===== config.mk =====
export PLATFORM = sky130hd
export DESIGN_NAME = booth_mac_acc
export DESIGN_NICKNAME = d
export VERILOG_FILES = /design/src/rtl/booth_pkg.sv /design/src/rtl/booth_sat_add.sv /design/src/rtl/booth_mac_acc.sv
export SDC_FILE = /design/constraint.sdc
export NUM_CORES = 1
export LEC_CHECK = 0
export ABC_AREA = 1
export CAP_MARGIN = 20
export CORE_MARGIN = 10
export CORE_UTILIZATION = 30
export DETAILED_ROUTE_END_ITERATION = 6
export GPL_TIMING_DRIVEN = 0
export HOLD_SLACK_MARGIN = 0.1
export PLACE_DENSITY = 0.54
export SYNTH_ARGS = -nofsm -noshare
export SYNTH_HDL_FRONTEND = slang
export SYNTH_SLANG_ARGS = --single-unit

===== constraint.sdc =====
create_clock -name clk -period 5.61 [get_ports clk]
set_clock_uncertainty 0.15 [all_clocks]
set_input_delay 0.561 -clock clk [delete_from_list [all_inputs] [get_ports clk]]
set_output_delay 0.561 -clock clk [all_outputs]
set_load 0.03 [all_outputs]

===== src/rtl/booth_pkg.sv =====
// Shared types and helpers for the Booth accumulate stage.
// Holds the FSM state enum, default widths and MIN/MAX helpers.
package booth_pkg;

  typedef enum logic {
    ST_ACC  = 1'b0,
    ST_DONE = 1'b1
  } state_t;

  localparam int WIDTH_DEF     = 4;
  localparam int ACC_WIDTH_DEF = 16;
  localparam int CNT_WIDTH_DEF = 8;
  localparam int PROD_W_DEF    = 2 * WIDTH_DEF;

  // Most positive w-bit two's complement value
  function automatic logic [63:0] acc_max(input int w);
    return (64'd1 << (w - 1)) - 64'd1;
  endfunction

  // Most negative w-bit two's complement value (low w bits)
  function automatic logic [63:0] acc_min(input int w);
    return 64'd1 << (w - 1);
  endfunction

endpackage


===== src/rtl/booth_sat_add.sv =====
// Signed accumulator + product add with overflow detect and optional saturation.
// Ports: i_acc, i_p, i_sat_en in; o_sum, o_ovf out. Purely combinational.
module booth_sat_add
  import booth_pkg::*;
#(
  parameter int ACC_WIDTH = ACC_WIDTH_DEF,
  parameter int PROD_W    = PROD_W_DEF
) (
  input  logic [ACC_WIDTH-1:0] i_acc,
  input  logic [PROD_W-1:0]    i_p,
  input  logic                 i_sat_en,
  output logic [ACC_WIDTH-1:0] o_sum,
  output logic                 o_ovf
);

  localparam logic [ACC_WIDTH-1:0] MAXV =
    ACC_WIDTH'(acc_max(ACC_WIDTH));
  localparam logic [ACC_WIDTH-1:0] MINV =
    ACC_WIDTH'(acc_min(ACC_WIDTH));

  logic [ACC_WIDTH:0] w_acc_x;
  logic [ACC_WIDTH:0] w_p_x;
  logic [ACC_WIDTH:0] w_sum;

  // One guard bit: the top two bits disagree only on signed overflow
  assign w_acc_x = {i_acc[ACC_WIDTH-1], i_acc};
  assign w_p_x   = {{(ACC_WIDTH + 1 - PROD_W){i_p[PROD_W-1]}}, i_p};
  assign w_sum   = w_acc_x + w_p_x;
  assign o_ovf   = w_sum[ACC_WIDTH] ^ w_sum[ACC_WIDTH-1];

  always_comb begin
    o_sum = w_sum[ACC_WIDTH-1:0];
    if (o_ovf && i_sat_en) begin
      o_sum = w_sum[ACC_WIDTH] ? MINV : MAXV;
    end
  end

endmodule


===== src/rtl/booth_mac_acc.sv =====
// Frame accumulator after booth2: sums signed products until in_last, then
// holds sum/count/ovf on out_valid until out_ready. Ports: clk, rst, in_*, out_*, sat_en.
module booth_mac_acc
  import booth_pkg::*;
#(
  parameter int WIDTH     = WIDTH_DEF,
  parameter int ACC_WIDTH = ACC_WIDTH_DEF,
  parameter int CNT_WIDTH = CNT_WIDTH_DEF
) (
  input  logic                 clk,
  input  logic                 rst,
  input  logic                 in_valid,
  output logic                 in_ready,
  input  logic [2*WIDTH-1:0]   in_p,
  input  logic                 in_last,
  input  logic                 sat_en,
  output logic                 out_valid,
  input  logic                 out_ready,
  output logic [ACC_WIDTH-1:0] out_acc,
  output logic [CNT_WIDTH-1:0] out_count,
  output logic                 out_ovf
);

  localparam int PROD_W = 2 * WIDTH;

  generate
    if (ACC_WIDTH < PROD_W) begin : g_bad_width
      $error("booth_mac_acc: ACC_WIDTH must be >= 2*WIDTH");
    end
  endgenerate

  state_t               r_state;
  state_t               w_next;
  logic                 r_live;
  logic [ACC_WIDTH-1:0] r_acc;
  logic [CNT_WIDTH-1:0] r_cnt;
  logic                 r_ovf;
  logic [ACC_WIDTH-1:0] w_sum;
  logic                 w_ovf;
  logic                 w_beat;
  logic                 w_out_hs;

  booth_sat_add #(
    .ACC_WIDTH (ACC_WIDTH),
    .PROD_W    (PROD_W)
  ) u_add (
    .i_acc    (r_acc),
    .i_p      (in_p),
    .i_sat_en (sat_en),
    .o_sum    (w_sum),
    .o_ovf    (w_ovf)
  );

  // r_live keeps in_ready low until the first clock after reset release
  assign in_ready  = (r_state == ST_ACC) && r_live;
  assign out_valid = (r_state == ST_DONE);
  assign w_beat    = in_valid && in_ready;
  assign w_out_hs  = out_valid && out_ready;

  assign out_acc   = r_acc;
  assign out_count = r_cnt;
  assign out_ovf   = r_ovf;

  always_comb begin
    w_next = r_state;
    unique case (r_state)
      ST_ACC:  if (w_beat && in_last) w_next = ST_DONE;
      ST_DONE: if (w_out_hs)          w_next = ST_ACC;
      default: w_next = ST_ACC;
    endcase
  end

  always_ff @(posedge clk or posedge rst) begin
    if (rst) begin
      r_state <= ST_ACC;
      r_live  <= 1'b0;
      r_acc   <= '0;
      r_cnt   <= '0;
      r_ovf   <= 1'b0;
    end else begin
      r_state <= w_next;
      r_live  <= 1'b1;
      if (w_beat) begin
        r_acc <= w_sum;
        if (w_ovf) r_ovf <= 1'b1;
        if (!(&r_cnt)) r_cnt <= r_cnt + 1'b1;
      end else if (w_out_hs) begin
        r_acc <= '0;
        r_cnt <= '0;
        r_ovf <= 1'b0;
      end
    end
  end

endmodule


* After elaboration in Yosys (flattened, before gate mapping)
Cells that the tools add are included.
** Cells by class
- Reduce and logical (&&, ||, !) cells :: 9
- Bitwise logic cells :: 2
- $add $sub $neg :: 2
- Eq/ne operators :: 2
- Muxes and demuxes :: 13
** Operators with widths (number)
- $mux W16 :: 4
- $mux W8 :: 3
- $add A16 B8 Y17 :: 1
- $add A8 B1 Y8 const B :: 1
- $reduce_and A8 Y1 :: 1
- $logic_and A1 B1 Y1 :: 5
- $mux W1 :: 5
- $reduce_and A2 Y1 :: 2
- $ne A2 B1 Y1 const B :: 1
- $ne A2 B2 Y1 const B :: 1
- $pmux W1 S2 :: 1
- $reduce_bool A2 Y1 :: 1
- $not A1 Y1 :: 1
- $xor A1 B1 Y1 :: 1
** Storage, ports and cells
- Output and inout port bits :: 27
- Bits in registers :: 27
- Bits of input ports :: 14
- Word-level logic and storage cells :: 33

* Logic depth before layout (Yosys ltp)
- Depth after elaboration :: 6
- Depth in mapped cells :: 16
- Depth with buffers taken out :: 15

* By module
From an unflattened synthesis, not the netlist that was laid out.
** Second synthesis, totals
- Cells, all modules :: 344
- Area total of the unflattened synthesis :: 2412.3 um^2
** By module, submodules not included
- booth_mac_acc :: area each 1247.4 um^2, sequential area each 675.6 um^2, cells an instance 151, instances 1
- booth_sat_add :: area each 1164.9 um^2, sequential area each 0.0 um^2, cells an instance 193, instances 1

* Worst setup path before layout
No wires, ideal clock.
- Path kind :: input to register
- Start :: input port in_p[0]
- End :: register r_acc[5] (netlist: out_acc[5])
- Setup time :: 66 ps
- Arrival time :: 2159 ps
- Path buffers :: 1
- Data required time :: 5394 ps
- Cell stages on the path :: 16
- Setup slack :: 3236 ps
- Cells stage by stage :: ha_1 fa_1 nand2_1 nand2_1 nand3_1 nand2_2 nand2_1 nand2_1 nand2_1 nand2_2 nand2_2 nand3_4 buf_12 nand2_2 nand2_1 nand2_1
** Between the ends
- Longest elaborated chain between the ends :: 5
** Ends and longest elaborated chain
- from (decl) :: RTL line booth_mac_acc.sv:14 : input logic [2*WIDTH-1:0] in_p,
- $add A16 B8 Y17 * :: RTL line booth_sat_add.sv:28 : assign w_sum = w_acc_x + w_p_x;
- $xor A1 B1 Y1 :: RTL line booth_sat_add.sv:29 : assign o_ovf = w_sum[ACC_WIDTH] ^ w_sum[ACC_WIDTH-1];
- $logic_and A1 B1 Y1 :: RTL line booth_sat_add.sv:33 : if (o_ovf && i_sat_en) begin
- $mux W16 * :: RTL line booth_sat_add.sv:33
- $mux W16 * :: RTL line booth_mac_acc.sv:83 : if (w_beat) begin
- to (signal assigned) :: RTL line booth_mac_acc.sv:84 : r_acc <= w_sum;
- to (decl) :: RTL line booth_mac_acc.sv:35 : logic [ACC_WIDTH-1:0] r_acc;
Every way passes the cells marked *; elsewhere a longest branch is shown, timed or not.
A chain may end at the register's enable or synchronous reset.

* Worst setup path in the final report
- Start :: input port in_p[7]
- End :: register r_acc[6] (netlist: out_acc[6])
The elaborated chain is that of the path after synthesis.

==> flow_summary_export.csv <==
group,metric,value,unit
place,place.port_buffers,40,
timing,hold_violations,0,
worst_hold_path,min_path_type,"reg -> reg",
die,ios,41,
place,post-place-cells,453,
clock_tree,cts.sinks,27,
timing,maxSlewViolCount,0,
power_and_ir_drop,powerDensity,542,mW/mm^2
power_and_ir_drop,finalPower,0.00153,W
route,via_count,2028,
clock_tree,h-tree-depth,1,
route,post_drt_via_cell_ratio,4.44,
yosys,syn_area_per_cell,7.07,sq um
yosys,syn-num-nets,345,
yosys,ys_ff_latch,27,
setup_path,ff2ff_setup_slack,3.12,ns
layout,fin_nets,391,
timing,grt_setup_unrepaired,"no",
yosys,synth.most_common_cell,"nand2_1",
clock_tree,cts_setup_buffers,0,
setup_path,startpoint,"in_p[7]",
setup_path,crit_arrival,2.97,ns
clock_tree,clockRootBuffer,"clkbuf_8",
power_and_ir_drop,vdd_ir_drop_max,0.000234,V
setup_path,endpoint_kind,"flop",
yosys,synth_top_area_share,0.305,
yosys,synth-edff-count,0,
yosys,yosysSeqAreaShare,0.305,
grt,gr-total-overflow,0,
route,ant_nets,0,
yosys,syn-instance-count,313,
clock_tree,holdBufCountCts,0,
setup_path,cp_max_fo,10,
timing,period_share,0.524,
setup_path,crit_required,5.64,ns
grt,grt_use_met3,0.0236,
grt,grt_usage,0.103,
run_status,status,"finished, final reports clean",
layout,utilization,0.390,
route,drc,0,
route,drtIter0Drc,62,
timing,finalSetupViolCount,0,
layout,area_growth,27.1,%
clock_tree,post_cts_resize_count,0,
place,dpl.hpwl,4510,um
place,gp_congestion,0.796,
setup_path,crit_path_start_kind,"input pin",
timing,setup-tns-final,0,ns
grt,grt_use_met2,0.172,
route,routed_wl,5630,um
yosys,synthFlopType,"dfrtp_1",
clock_tree,tritoncts,"built",
clock_tree,ctsLongestPathBuffers,2,
grt,grt_pass1_wl,9630,um
die,dieHeight,106,um
yosys,syn-cell-area,0.00221,sq mm
setup_path,rr_worst_depth,16,
clock_tree,clk_pin_slew,0.11,ns
layout,drive_above_1_share,0.123,
grt,grt_pass1_vias,2040,
die,die_area,0.0112,sq mm
yosys,yosys.area.top_type,"dfrtp_1",
timing,max_freq,340,MHz
job,cap_viol_max_count,0,
layout,fin_cells,457,
clock_tree,cts_made_buffers,3,
setup_path,r2r-end,"out_acc[6]",
grt,antenna_found_initial,0,
setup_path,path_class,"in -> reg",
grt,grt_start_max_net_pins,21,
yosys,ys.warnings.count,0,
grt,use_met1,0.132,
route,first_pass_iters,4,
layout,diodes,0,
yosys,netlist_top_cells_count,"nand2_1, inv_1, dfrtp_1, nand2_2, ha_1",
die,rows,31,
clock_tree,clock_latency,0.28,ns
die,dieWidth,106,um
setup_path,reg2reg_from,"out_acc[0]",
timing,slew_headroom,0.617,
setup_path,critPathCapture,"out_acc[6]",
grt,top_usage_layer,"met2",
yosys,synth_area_leaders,"dfrtp_1, nand2_1, ha_1, nand2_2, inv_1",
yosys,synthArstFlopShare,1.00,
yosys,yosysUniqueCellTypes,33,
die,fp.coreArea,0.00721,sq mm
timing,tightestPinTransition,0.574,ns
timing,period_minus_slack,2.94,ns
route,routedWlPerCell,12.3,um
die,start_util,0.307,
layout,fillers,796,
power_and_ir_drop,p_leak,1.43,nW
## per-layer routing
layer / up-vias / part of all wire / routed length [um]
li1: 1086 / - / -
met1: 916 / 0.48 / 2710
met2: 24 / 0.48 / 2680
met3: 2 / 0.038 / 213
met4: 0 / 0.0055 / 31
met5: - / 0 / 0
## per-stage QoR
step | setup slack [ns] | cell area [sq um] | hold WS (ns)
6_report | 2.67 | 2810 | 0.340
2_1_floorplan | 3.24 | 2210 | 0.464
3_5_place_dp | 2.36 | 2770 | 0.318
4_1_cts | 2.66 | 2810 | 0.347
5_1_grt | 2.41 | 2810 | 0.376
3_3_place_gp | 2.36 | 2740 | 0.314
## where the power goes
| part | leakage (nW) | internal, W | total, W | switching, W |
|---|---|---|---|---|
| Combinational | 1.07 | 0.000430 | 0.00107 | 0.000642 |
| Clock | 0.0217 | 0.0000507 | 0.000122 | 0.0000713 |
| Sequential | 0.345 | 0.000263 | 0.000332 | 0.0000687 |
## layout make-up
| type | count | area, sq um | share of cell area |
|---|---|---|---|
| multi-input cells | 249 | 1370 | 0.487 |
| clock inverters | 1 | 7.51 | 0.00267 |
| clock buffers | 3 | 41.3 | 0.0147 |
| plain buffers | 4 | 42.5 | 0.0151 |
| well taps | 99 | 124 | 0.0440 |
| repair buffers | 41 | 428 | 0.152 |
| flip-flops and latches | 27 | 676 | 0.240 |
| inverters | 33 | 124 | 0.0440 |
## how the worst min path moves through the flow
stage	from	end	slack, ns	cells past startpoint
2_1_floorplan	rst	out_acc[0]	0.46	1
3_3_place_gp	out_ovf	out_ovf	0.31	2
3_5_place_dp	out_ovf	out_ovf	0.32	2
4_1_cts	out_ovf	out_ovf	0.35	2
5_1_grt	out_count[4]	out_count[4]	0.38	1
6_report	out_ovf	out_ovf	0.34	2
## logic make-up after synthesis
group	Yosys count	share of synthesized area
flops	27	0.305
simple gates	183	0.369
xor+xnor	13	0.0514
other cells	1	0.00169
fa+ha+maj	18	0.105
buf+inv	37	0.0752
compound gates	34	0.0921
## critical path, stage by stage
cell             delay, ns
clkdlybuf4s50_1       0.64
ha_1                  0.49
nand2_2               0.10
nor2_1                0.11
nand3_1               0.10
nand2_2               0.13
nand2_1               0.10
nand2_1               0.09
nand2_1               0.06
nand2_2               0.08
nand2_2               0.07
nand3_4               0.12
buf_12                0.16
nand2_2               0.05
nand2_1               0.05
nand2_1               0.05
## cells in the final DEF (no fill, tap or decap), drive strengths merged
| cell type | Yosys | layout |
|---|---|---|
| and3 | 1 | 1 |
| buf | 2 | 3 |
| nand3 | 17 | 17 |
| a21oi | 14 | 14 |
| a31oi | 5 | 5 |
| o31ai | 1 | 1 |
| nor3 | 2 | 2 |
| inv | 33 | 33 |
| nand3b | 1 | 1 |
| conb | 1 | 1 |
| clkinvlp | 0 | 1 |
| o22ai | 1 | 1 |
| or2 | 1 | 1 |
| clkdlybuf4s50 | 0 | 40 |
| clkbuf | 2 | 5 |
| nor2 | 16 | 16 |
| xor2 | 6 | 6 |
| nand4 | 1 | 1 |
| xnor2 | 7 | 7 |
| o21bai | 2 | 2 |
| nand2 | 143 | 143 |
| ha | 17 | 17 |
| and2 | 1 | 1 |
| fa | 1 | 1 |
| dfrtp | 27 | 27 |
| o21ai | 11 | 11 |
## state kept, by name, summed over array words and instances (netlist names)
signal	cells
out_valid	1
out_count	8
out_acc	16
r_live	1
out_ovf	1
Note: power is estimated with default switching activity, not from simulation.
